$ cat src/rtl/global_pkg.sv
// Project-wide boolean constants shared by all blocks.
package global_pkg;
  localparam bit TRUE  = 1'b1;
  localparam bit FALSE = 1'b0;
endpackage

$ cat src/rtl/uart_pkg.sv
// UART transmit types: sequencer states, tx_mux select encodings, default bit timing.
package uart_pkg;
  typedef enum logic [2:0] {
    ST_IDLE,
    ST_START,
    ST_DATA,
    ST_PARITY,
    ST_STOP
  } tx_state_e;

  localparam logic [1:0] SEL_IDLE   = 2'b00;
  localparam logic [1:0] SEL_START  = 2'b01;
  localparam logic [1:0] SEL_DATA   = 2'b10;
  localparam logic [1:0] SEL_PARITY = 2'b11;

  // 50 MHz system clock at 9600 baud.
  localparam int DEFAULT_CLKS_PER_BIT = 5208;
endpackage

$ cat src/rtl/uart_tx_ctrl_if.sv
// Producer-facing bus of the UART transmit sequencer, including the tx_mux controls.
interface uart_tx_ctrl_if #(
  parameter int DATA_WIDTH = 8
);
  logic                  start;
  logic [DATA_WIDTH-1:0] data_in;
  logic [1:0]            sel;
  logic                  data_bit;
  logic                  parity_bit;
  logic                  busy;
  logic                  done;

  modport master (
    output start, data_in,
    input  sel, data_bit, parity_bit, busy, done
  );

  modport slave (
    input  start, data_in,
    output sel, data_bit, parity_bit, busy, done
  );
endinterface

$ cat src/rtl/uart_baud_cnt.sv
// Bit-time counter: runs 0..CLKS_PER_BIT-1 while enabled, tick marks the last cycle of a bit.
module uart_baud_cnt #(
  parameter int CLKS_PER_BIT = uart_pkg::DEFAULT_CLKS_PER_BIT
) (
  input  logic clk,
  input  logic rst,
  input  logic clear,
  input  logic enable,
  output logic tick
);
  localparam int              CW   = $clog2(CLKS_PER_BIT);
  localparam logic [CW-1:0]   LAST = CW'(CLKS_PER_BIT - 1);

  logic [CW-1:0] count;

  assign tick = enable && (count == LAST);

  // NOTE: sequential state uses non-blocking assignments so every register samples pre-edge values.
  always_ff @(posedge clk or negedge rst) begin
    if (!rst) begin
      count <= '0;
    end else if (clear) begin
      count <= '0;
    end else if (enable) begin
      count <= (count == LAST) ? '0 : count + 1'b1;
    end
  end
endmodule

$ cat src/rtl/uart_tx_ctrl.sv
// UART transmit sequencer: frames a captured word as start/data/parity/stop and steers tx_mux.
module uart_tx_ctrl
  import uart_pkg::*;
#(
  parameter int DATA_WIDTH   = 8,
  parameter int CLKS_PER_BIT = DEFAULT_CLKS_PER_BIT,
  parameter bit PARITY_EN    = global_pkg::TRUE,
  parameter bit PARITY_ODD   = global_pkg::FALSE
) (
  input  logic           clk,
  input  logic           rst,
  uart_tx_ctrl_if.slave  bus
);
  localparam int             BW       = $clog2(DATA_WIDTH) + 1;
  localparam logic [BW-1:0]  LAST_BIT = BW'(DATA_WIDTH - 1);

  tx_state_e             state, next_state;
  logic [DATA_WIDTH-1:0] shift_q;
  logic [BW-1:0]         bit_cnt;
  logic                  parity_q;
  logic                  done_q;
  logic                  tick;
  logic                  accept;
  logic [1:0]            sel;

  assign accept = (state == ST_IDLE) && bus.start;

  uart_baud_cnt #(
    .CLKS_PER_BIT(CLKS_PER_BIT)
  ) u_baud_cnt (
    .clk    (clk),
    .rst    (rst),
    .clear  (accept),
    .enable (state != ST_IDLE),
    .tick   (tick)
  );

  always_ff @(posedge clk or negedge rst) begin
    if (!rst) begin
      state <= ST_IDLE;
    end else begin
      state <= next_state;
    end
  end

  // NOTE: every always_comb output gets a default first so no path can infer a latch.
  always_comb begin
    next_state = state;
    sel        = SEL_IDLE;
    unique case (state)
      ST_IDLE: begin
        if (bus.start) next_state = ST_START;
      end
      ST_START: begin
        sel = SEL_START;
        if (tick) next_state = ST_DATA;
      end
      ST_DATA: begin
        sel = SEL_DATA;
        if (tick && (bit_cnt == LAST_BIT)) next_state = PARITY_EN ? ST_PARITY : ST_STOP;
      end
      ST_PARITY: begin
        sel = SEL_PARITY;
        if (tick) next_state = ST_STOP;
      end
      ST_STOP: begin
        if (tick) next_state = ST_IDLE;
      end
      default: next_state = ST_IDLE;
    endcase
  end

  // Word, parity and counters are captured only on the accepting edge; later data_in changes are ignored.
  always_ff @(posedge clk or negedge rst) begin
    if (!rst) begin
      shift_q  <= '0;
      bit_cnt  <= '0;
      parity_q <= 1'b0;
      done_q   <= 1'b0;
    end else begin
      done_q <= (state == ST_STOP) && tick;
      if (accept) begin
        shift_q  <= bus.data_in;
        parity_q <= PARITY_ODD ? ~^bus.data_in : ^bus.data_in;
        bit_cnt  <= '0;
      end else if ((state == ST_DATA) && tick) begin
        shift_q <= {1'b0, shift_q[DATA_WIDTH-1:1]};
        bit_cnt <= bit_cnt + 1'b1;
      end
    end
  end

  assign bus.sel        = sel;
  assign bus.data_bit   = shift_q[0];
  assign bus.parity_bit = parity_q;
  assign bus.busy       = (state != ST_IDLE);
  assign bus.done       = done_q;
endmodule

$ cat src/flat_wrapper.sv
// flat-port wrapper written by rule: the top's interface ports become plain ports
module uart_tx_ctrl_flat import uart_pkg::*;
#(
  parameter int DATA_WIDTH   = 8,
  parameter int CLKS_PER_BIT = DEFAULT_CLKS_PER_BIT,
  parameter bit PARITY_EN    = global_pkg::TRUE,
  parameter bit PARITY_ODD   = global_pkg::FALSE
)
  (clk, rst, bus_start, bus_data_in, bus_sel, bus_data_bit, bus_parity_bit, bus_busy, bus_done);
  uart_tx_ctrl_if #(.DATA_WIDTH(DATA_WIDTH)) bus_i ();
  input  logic clk;
  input  logic rst;
  input wire logic [$bits(bus_i.start)-1:0] bus_start;
  input wire logic [$bits(bus_i.data_in)-1:0] bus_data_in;
  output wire logic [$bits(bus_i.sel)-1:0] bus_sel;
  output wire logic [$bits(bus_i.data_bit)-1:0] bus_data_bit;
  output wire logic [$bits(bus_i.parity_bit)-1:0] bus_parity_bit;
  output wire logic [$bits(bus_i.busy)-1:0] bus_busy;
  output wire logic [$bits(bus_i.done)-1:0] bus_done;
  assign bus_i.start = bus_start;
  assign bus_i.data_in = bus_data_in;
  assign bus_sel = bus_i.sel;
  assign bus_data_bit = bus_i.data_bit;
  assign bus_parity_bit = bus_i.parity_bit;
  assign bus_busy = bus_i.busy;
  assign bus_done = bus_i.done;
  uart_tx_ctrl #(.DATA_WIDTH(DATA_WIDTH), .CLKS_PER_BIT(CLKS_PER_BIT), .PARITY_EN(PARITY_EN), .PARITY_ODD(PARITY_ODD)) u_core (.clk(clk), .rst(rst), .bus(bus_i));
endmodule
$ cat config.mk
export PLATFORM = sky130hd
export DESIGN_NAME = uart_tx_ctrl_flat
export DESIGN_NICKNAME = d
export VERILOG_FILES = /design/src/rtl/global_pkg.sv /design/src/rtl/uart_pkg.sv /design/src/rtl/uart_tx_ctrl_if.sv /design/src/rtl/uart_baud_cnt.sv /design/src/rtl/uart_tx_ctrl.sv /design/src/flat_wrapper.sv
export SDC_FILE = /design/constraint.sdc
export NUM_CORES = 1
export LEC_CHECK = 0
export CAP_MARGIN = 20
export CORE_MARGIN = 2
export CORE_UTILIZATION = 45
export DETAILED_ROUTE_END_ITERATION = 8
export PLACE_DENSITY = 0.75
export SLEW_MARGIN = 15
export SYNTH_ARGS = -nofsm -noshare
export SYNTH_HDL_FRONTEND = slang
export SYNTH_SLANG_ARGS = --single-unit
$ cat constraint.sdc
create_clock -name clk -period 2.55 [get_ports clk]
set_input_delay 0.255 -clock clk [delete_from_list [all_inputs] [get_ports clk]]
set_output_delay 0.255 -clock clk [all_outputs]
set_load 0.005 [all_outputs]
# After elaboration in Yosys (flattened, before gate mapping)
# Index checks and enable logic that the tools add are counted.
word_totals:
  register_bits: 30
  in_bits: 11
  out_inout_bits: 6
  word_cells: 44
classes:
  add_sub_neg: 2
  n_eq_ne: 11
  n_mux: 14
  n_reduce_logical: 11
ops:
  columns: ["cell", "n"]
  rows:
  - ["$mux 13", 3]
  - ["$mux 8", 2]
  - ["$mux 3", 5]
  - ["$pmux 3 s5", 1]
  - ["$add 13x1->13 const B", 1]
  - ["$eq 13x13->1 const B", 1]
  - ["$mux 4", 2]
  - ["$ne 2x1->1 const B", 4]
  - ["$reduce_xor 8->1", 1]
  - ["$eq 3x2->1 const B", 2]
  - ["$pmux 2 s3", 1]
  - ["$logic_and 1x1->1", 5]
  - ["$reduce_and 5->1", 1]
  - ["$add 4x1->4 const B", 1]
  - ["$eq 4x3->1 const B", 1]
  - ["$reduce_bool 2->1", 2]
  - ["$eq 3x1->1 const B", 1]
  - ["$eq 3x3->1 const B", 1]
  - ["$logic_not 3->1", 1]
  - ["$reduce_bool 3->1", 1]
  - ["$ne 2x2->1 const B", 1]

# Depth between registers and ports, before layout
# Gate-level depths: netlist (run 1).
logic_depth:
  depth_word: 5
  mapped_depth: 7
  depth_no_buf: 6

# Modules after synthesis
# Synthesis (run 1) repeated with hierarchy kept, for this count alone.
hier_totals:
  hier_cells: 160
  area_unflattened_um2: 1616.6
by_module_without_submodules:
  columns: ["mod", "instances", "cells_per_inst", "area_per_inst_um2", "seq_area_each_um2"]
  rows:
  - ["uart_tx_ctrl", 1, 85, 870.8, 425.4]
  - ["uart_baud_cnt", 1, 75, 745.7, 325.3]

# Least setup slack after synthesis (run 1)
# No wires, ideal clock.
synth_path:
  kind: "reg-to-reg"
  from: "register u_core.u_baud_cnt.count[9]"
  to: "register u_core.bit_cnt[3]"
  setup_time_ps: 136
  t_arrival_ps: 1770
  required_time_ps: 2414
  path_slack_ps: 644
  path_stages_with_launch: 7
  path_buffers: 1
  period_less_slack_ps: 1906
  path_cell_list: "dfrtp_1 -> or4b_4 -> nor3_4 -> nand2_2 -> buf_2 -> o21ai_0 -> a21oi_1"
synth_via:
  elab_chain_len: 4
synth_rtl:
  columns: ["element", "line", "rtl"]
  rows:
  - ["start, declared", "uart_baud_cnt.sv:14", "logic [CW-1:0] count;"]
  - ["start signal, assigned", "uart_baud_cnt.sv:25", "count <= (count == LAST) ? '0 : count + 1'b1;"]
  - ["$eq 13x13->1", "uart_baud_cnt.sv:16", "assign tick = enable && (count == LAST);"]
  - ["$logic_and 1x1->1", "uart_baud_cnt.sv:16", null]
  - ["$logic_and 1x1->1", "uart_tx_ctrl.sv:86", "end else if ((state == ST_DATA) && tick) begin"]
  - ["$reduce_bool 2->1 (no line)", null, null]
  - ["end signal, assigned", "uart_tx_ctrl.sv:88", "bit_cnt <= bit_cnt + 1'b1;"]
  - ["end, declared", "uart_tx_ctrl.sv:19", "logic [BW-1:0] bit_cnt;"]
# No other way between the ends.
# A chain may end at the register's enable or synchronous reset.

# Worst setup path in the final report (run 1)
# Same ends and word-level chain as after synthesis.

==> key figures, run 1 <==
Yosys
  – Register bit total from synthesis: 30
  – Netlist cell types: 36
  – Sequential share of the synthesized area: 0.4800
  – XOR/XNOR share of the synthesized area: 0.05600
  – Yosys warnings: 0
  – Compound-cell area share of the yosys netlist: 0.1632
  – Synth Flop Type: dfrtp_1
  – Post-synthesis adder-cell area fraction: 0.01600
  – Post-Syn Area per Cell: ~9.4 µm²
  – Syn Inst Count: 167
  – Simple-gate share of the synthesized area: 0.2136
  – Combinational family with the most area after synthesis: simple AND/OR/NAND/NOR gates
  – FFs w/ async S/R, synth: 1.000
  – Mux contribution to synthesized area: 0.05120
  – Post-Syn Area: 0.001564 mm²
  – Syn_nets: between 150 and 200
  – Number of synthesized flops with an enable pin: 0

Finish
  – Fillcell total: between 200 and 300
  – Final Util: 0.5681
  – Commonest non-fill, non-tap cell in the layout: dfrtp_1
  – Register area: between 700 and 800 µm²
  – NumNets Final: ~200
  – P&R area growth vs syn: 21.20%
  – Most frequent cells in the layout: 30 x dfrtp_1, 25 x nand2_1, 24 x o21ai_0
  – N_diodes: 0
  – Post-Layout Cell Count: roughly 240
  – Share of layout cells above drive strength 1: 0.07937
  – Area of the multi-input gates: ~780 µm²

Placement
  – Placed cell count: 227
  – Port Buffers: 16
  – Final HPWL DP: 2321 µm
  – Routability cong.: approximately 0.90

Pwr
  – P_leak: 0.8134 nW
  – Pwr per Cell Area: 747.5 mW/mm²
  – Max VDD drop: roughly 0.56 mV

Timing
  – Final Max Tran Viols: 0
  – Finish-stage setup viols: 0
  – RSZ-0062 raised after global routing: no
  – Hold Vio Cnt, Final: 0
  – Setup TNS: 0 ps
  – Tcrit/Tclk final: 0.8740
  – Maximum clock rate: between 0.4 and 0.5 GHz
  – Slew @ Worst Pin: approximately 650 ps
  – Worst slew margin: 0.5664
  – Worst clock skew: between 9 and 10 ps
  – Min Tclk post-route: roughly 2200 ps

Setup path
  – R2R depth: 5
  – Reg2Reg Setup Slack: between 300 and 400 ps
  – Worst EP required: roughly 2800 ps
  – Reg2reg end: u_core.bit_cnt[3]
  – Worst setup EP type: register
  – Slowest CP cell: or4b_4
  – Max incr delay on CP: 600 ps
  – Worst path cell trace: or4b_4, nor3_4, nand2_2, or3_1, a21oi_1
  – Worst Path Arrival: 2490 ps
  – Reg2reg start: u_core.u_baud_cnt.count[9]
  – Crit Path Class: reg2reg
  – Critical Path Fanout Max: 12
  – Startpoint Class: register

Clock network
  – CTS Buf Count: 5
  – TritonCTS Sinks: 30
  – CTS resizes: 0
  – Bufs on Longest Clock Path: 2
  – Clock slew at reported path FFs: approximately 100 ps
  – CTS Hold Buffers Added: 0
  – CTS H-tree depth: 2
  – CTS tree: yes
  – Post-CTS Setup Inserts: 0
  – CTS root buffer: clkbuf_4
  – Worst-Skew Late Latency: ~330 ps

Floorplan
  – Starting Density: 0.4687
  – Cell Rows: 21
  – Die X: about 63 µm
  – Die H: between 60 and 70 µm
  – Core area: 0.003337 mm²
  – Die ar.: 0.003963 mm²
  – I/O pins: 17

Route
  – Iter 0 DRT Violations: 85
  – Avg Vias per Cell: about 5.6
  – Detailed Route WL: 3145 µm
  – Via count: ~1300
  – DRC errors left: 0
  – Antenna viol nets, final: 0
  – WL per Instance: ~13 µm
  – Drt pass-1 iters: 4

Min path
  – Hold Crit Class: in2async

Global routing
  – GRT Total Usage: 0.1734
  – Largest net degree at the start of global routing: 31
  – Total global routing overflow: 0
  – First-pass GRT wire length: 5416 µm
  – Vias in the first global route: 1245
  – Initial antenna violation count: 0

Outcome
  – Status: completed

Run
  – Max-capacitance violation count: 0
worst max path at each step:
stage                                from           endpoint
6_report       u_core.u_baud_cnt.count[9]  u_core.bit_cnt[3]
5_1_grt        u_core.u_baud_cnt.count[9]  u_core.bit_cnt[3]
4_1_cts        u_core.u_baud_cnt.count[9]  u_core.bit_cnt[3]
3_5_place_dp   u_core.u_baud_cnt.count[9]  u_core.bit_cnt[3]
3_3_place_gp   u_core.u_baud_cnt.count[9]  u_core.bit_cnt[3]
2_1_floorplan  u_core.u_baud_cnt.count[9]  u_core.bit_cnt[3]
flip-flops by register name, summed over array words and instances, names as in the netlist:
signal	count
u_core.bus.parity_bit	1
u_core.shift_q	8
u_core.state	3
u_core.u_baud_cnt.count	13
u_core.bit_cnt	4
u_core.bus.done	1
worst max-delay path: cells and delay by family (launching register included):
kind               cells  cell delay [ps]
AOI/OAI and AO/OA      1              140
and+or+nand+nor        4             1570
DFF                    1              460
kinds of logic after synthesis:
family / after synthesis
multiplexers: 8
AND/OR/NAND/NOR: 66
adder cells (fa/ha/maj): 2
buffers and inverters: 8
AO/OA/AOI/OAI: 43
flip-flops: 30
XOR/XNOR: 10
per-stage QoR:
step	setup WS [ps]	hold WS [ps]	power, mW	area (µm²)
2_1_floorplan	644.0	-40.59	0.8252	1564
3_3_place_gp	402.5	494.7	0.9072	1784
3_5_place_dp	335.8	510.2	0.9273	1784
4_1_cts	320.5	302.1	1.423	1896
5_1_grt	196.3	325.2	1.496	1896
6_report	321.3	293.1	1.417	1896
power breakdown:
part	total [mW]	switching (mW)	internal, mW
sequential	0.678	0.113	0.565
combinational	0.244	0.116	0.127
clock	0.495	0.163	0.332
per-layer routing:
layer  track usage  part of all wire
met5             0                 0
met4       0.09167             0.024
met3       0.04685             0.040
met2        0.2846              0.49
met1        0.2065              0.45
synth_stat cells (all sizes together), types with 3 or more instances:
cell	n	area share
dfrtp	30	0.48
nand2	26	0.064
o21ai	24	0.077
nor2	14	0.034
mux2i	8	0.051
xnor2	8	0.045
a31oi	6	0.024
nand3	5	0.016
nor3	5	0.023
a21oi	4	0.013
clkbuf	4	0.0096
nand4	4	0.016
inv	3	0.0072
o31ai	3	0.018
area by class of cell:
cell class,instances,area share
clock buffers,6,0.02706
well taps,46,0.03036
repair buffers,19,0.09637
multi-input cells,129,0.4125
flip-flops and latches,30,0.3960
inverters,3,0.005941
clock inverters,2,0.03168
No activity file was read; power rests on OpenSTA's default activity.
==> run 2: changes to the inputs <==
--- a/config.mk
+++ b/config.mk
@@ -7,9 +7,9 @@
 export LEC_CHECK = 0
 export CAP_MARGIN = 20
 export CORE_MARGIN = 2
-export CORE_UTILIZATION = 45
+export CORE_UTILIZATION = 50
 export DETAILED_ROUTE_END_ITERATION = 8
-export PLACE_DENSITY = 0.75
+export PLACE_DENSITY = 0.84
 export SLEW_MARGIN = 15
 export SYNTH_ARGS = -nofsm -noshare
 export SYNTH_HDL_FRONTEND = slang
==> constraint.sdc (replaced) <==
create_clock -name clk -period 1.9 [get_ports clk]
set_input_delay 0.19 -clock clk [delete_from_list [all_inputs] [get_ports clk]]
set_output_delay 0.19 -clock clk [all_outputs]
set_load 0.005 [all_outputs]
==> key figures, run 2 (synthesis gave the netlist of run 1 again) <==
Finish
  – Final Cell Area: 0.001943 mm² (was 0.001896 mm²)
  – Commonest non-fill, non-tap cell in the layout: dfrtp_1 (unchanged)
  – Fillcell total: 244 (was 285)
  – Area of the multi-input gates: 802.0 µm² (was 782.0 µm²)
  – Largest registers: u_core.u_baud_cnt.count: 13 flops, u_core.shift_q: 8 flops, u_core.bit_cnt: 4 flops (unchanged)
  – Final Util: 0.6471 (was 0.5681)
  – N_diodes: 0 (unchanged)
  – Max reg flops: 13 (unchanged)
  – Top reg by flops: u_core.u_baud_cnt.count (unchanged)
  – Register area: 752.0 µm² (was 750.7 µm²)
  – Share of layout cells above drive strength 1: 0.1592 (was 0.07937)
  – NumNets Final: 213 (was 201)
  – Most frequent cells in the layout: 29 x dfrtp_1, 25 x nand2_1, 22 x o21ai_0 (was 30 x dfrtp_1, 25 x nand2_1, 24 x o21ai_0)
  – P&R area growth vs syn: 24.24% (was 21.20%)
  – Post-Layout Cell Count: 234 (was 235)

Timing
  – Finish-stage setup viols: 0 (unchanged)
  – Final Max Tran Viols: 0 (unchanged)
  – Hold Vio Cnt, Final: 0 (unchanged)
  – Tcrit/Tclk final: 0.9665 (was 0.8740)
  – Min Tclk post-route: 1836 ps (was 2229 ps)
  – Maximum clock rate: 0.5445 GHz (was 0.4487 GHz)
  – Setup TNS: 0 ps (unchanged)
  – Worst clock skew: 5.275 ps (was 9.416 ps)
  – Worst setup margin: 63.58 ps (was 321.3 ps)
  – Worst Hold Slack: 228.5 ps (was 293.1 ps)
  – Worst slew margin: 0.6944 (was 0.5664)
  – RSZ-0062 raised after global routing: yes (was no)
  – Slew @ Worst Pin: 456.7 ps (was 650.4 ps)

Pwr
  – Cell Int Power: 1.185 mW (was 1.025 mW)
  – Combinational Power Share: 0.280 (was 0.172)
  – Pwr per Cell Area: 890.9 mW/mm² (was 747.5 mW/mm²)
  – Reg power frac: 0.489 (was 0.479)
  – Total power: 1.731 mW (was 1.417 mW)
  – P_leak: 0.8586 nW (was 0.8134 nW)
  – Net Sw Frac: 0.3153 (was 0.2766)
  – Switch Pwr: 545.8 µW (was 391.9 µW)
  – Max VDD drop: 0.4466 mV (was 0.5612 mV)
  – Clk pwr share: 0.230 (was 0.349)

Run
  – Max-capacitance violation count: 0 (unchanged)

Route
  – Avg Vias per Cell: 5.791 (was 5.574)
  – DRC errors left: 0 (unchanged)
  – Detailed Route WL: 3427 µm (was 3145 µm)
  – Drt pass-1 iters: 4 (unchanged)
  – Iter 0 DRT Violations: 80 (was 85)
  – WL per Instance: 14.65 µm (was 13.38 µm)
  – Via count: 1355 (was 1310)
  – Antenna viol nets, final: 0 (unchanged)

Floorplan
  – Starting Density: 0.5208 (was 0.4687)
  – Cell Rows: 20 (was 21)
  – Die X: 59.93 µm (was 62.96 µm)
  – Die ar.: 0.003592 mm² (was 0.003963 mm²)
  – I/O pins: 17 (unchanged)
  – Core area: 0.003003 mm² (was 0.003337 mm²)
  – Die H: 59.93 µm (was 62.96 µm)

Setup path
  – Reg2Reg Setup Slack: 60 ps (was 320 ps)
  – Startpoint Class: register (unchanged)
  – Worst EP required: 2150 ps (was 2810 ps)
  – Worst Path Arrival: 2080 ps (was 2490 ps)
  – Reg2reg start: u_core.u_baud_cnt.count[8] (was u_core.u_baud_cnt.count[9])
  – Slowest CP cell: or4b_4 (unchanged)
  – R2R depth: 6 (was 5)
  – Worst path cell trace: or4b_4, nor3_4, nand2_2, buf_6, mux2i_1, o21ai_0 (was or4b_4, nor3_4, nand2_2, or3_1, a21oi_1)
  – Crit Path Class: reg2reg (unchanged)
  – CP Launch Point: u_core.u_baud_cnt.count[8] (was u_core.u_baud_cnt.count[9])
  – Critical Path Fanout Max: 8 (was 12)
  – Last element of the critical path: u_core.shift_q[4] (was u_core.bit_cnt[3])
  – Worst setup EP type: register (unchanged)
  – Max incr delay on CP: 580 ps (was 600 ps)
  – Reg2reg end: u_core.shift_q[4] (was u_core.bit_cnt[3])

Clock network
  – CTS tree: yes (unchanged)
  – Worst-Skew Late Latency: 330 ps (about the same)
  – Clock slew at reported path FFs: 90 ps (was 100 ps)
  – CTS Buf Count: 5 (unchanged)
  – Bufs on Longest Clock Path: 2 (unchanged)
  – Post-CTS Setup Inserts: 0 (unchanged)
  – TritonCTS Sinks: 30 (unchanged)
  – CTS H-tree depth: 2 (unchanged)
  – CTS Hold Buffers Added: 0 (unchanged)
  – CTS root buffer: clkbuf_4 (unchanged)

Placement
  – Routability cong.: 0.9056 (was 0.9020)
  – Cell area after placement: 0.001862 mm² (was 0.001784 mm²)
  – Port Buffers: 16 (unchanged)
  – Dpl ws: 45.74 ps (was 335.8 ps)
  – Final HPWL DP: 2499 µm (was 2321 µm)
  – Placed cell count: 226 (was 227)

Global routing
  – First-pass GRT wire length: 5858 µm (was 5416 µm)
  – Vias in the first global route: 1342 (was 1245)
  – GRT Total Usage: 0.2203 (was 0.1734)
  – Initial antenna violation count: 0 (unchanged)
  – Total global routing overflow: 0 (unchanged)
  – Largest net degree at the start of global routing: 31 (unchanged)

Outcome
  – Status: completed (unchanged)

Min path
  – Hold Crit Class: in2async (unchanged)
==> run 2: cell count changes in the layout (fill, tap and decap cells not counted), moves of 2 or more <==
cell,previous run,this run
buf_4,3,14
o21ai_1,0,2
o21ai_0,24,22
bufinv_16,2,0
==> run 2: worst max-delay path, delay by kind of cell (launching register included) <==
family,cells,cell delay (ps)
buffers and inverters,1,170
AOI/OAI and AO/OA,1,160
muxes,1,110
and+or+nand+nor,3,920
DFF,1,390
==> run 2: metal layers <==
layer | GRT usage | vias up | part of all wire
li1 | - | 667 | -
met5 | 0 | - | 0
met3 | 0.05628 | 8 | 0.035
met1 | 0.2641 | 651 | 0.44
met2 | 0.3602 | 29 | 0.50
met4 | 0.1175 | 0 | 0.022
==> run 2: cell type report <==
type,count,area share
Multi-Input combinational cell,129,0.4128
Sequential cell,30,0.3870
Timing Repair Buffer,31,0.1423
Clock buffer,7,0.02833
Tap cell,33,0.02125
Inverter,3,0.005795
Clock inverter,1,0.002576
==> run 2: what timing repair did <==
action / CTS / global route
endpoints found under the hold margin: 0 / 0
resized for setup: 0 / 8
endpoints found under the setup margin: 0 / 10
==> run 2: power by group through the flow <==
stage          logic, mW  registers (mW)  clock network (mW)
2_1_floorplan      0.235           0.879                   0
3_3_place_gp       0.456           0.843                   0
3_5_place_dp       0.479           0.857                   0
4_1_cts            0.481           0.845               0.408
5_1_grt            0.546           0.864               0.444
6_report           0.485           0.847               0.399
==> run 2: worst min-delay path by stage <==
stage          cells after the start                    endpoint  slack [ps]                       start
6_report                           2  u_core.u_baud_cnt.count[2]         230                         rst
5_1_grt                            2  u_core.u_baud_cnt.count[2]         270                         rst
4_1_cts                            2  u_core.u_baud_cnt.count[2]         240                         rst
3_5_place_dp                       2       u_core.bus.parity_bit         520       u_core.bus.parity_bit
3_3_place_gp                       1  u_core.u_baud_cnt.count[0]         500  u_core.u_baud_cnt.count[0]
2_1_floorplan                      0           u_core.bit_cnt[0]        -110                         rst
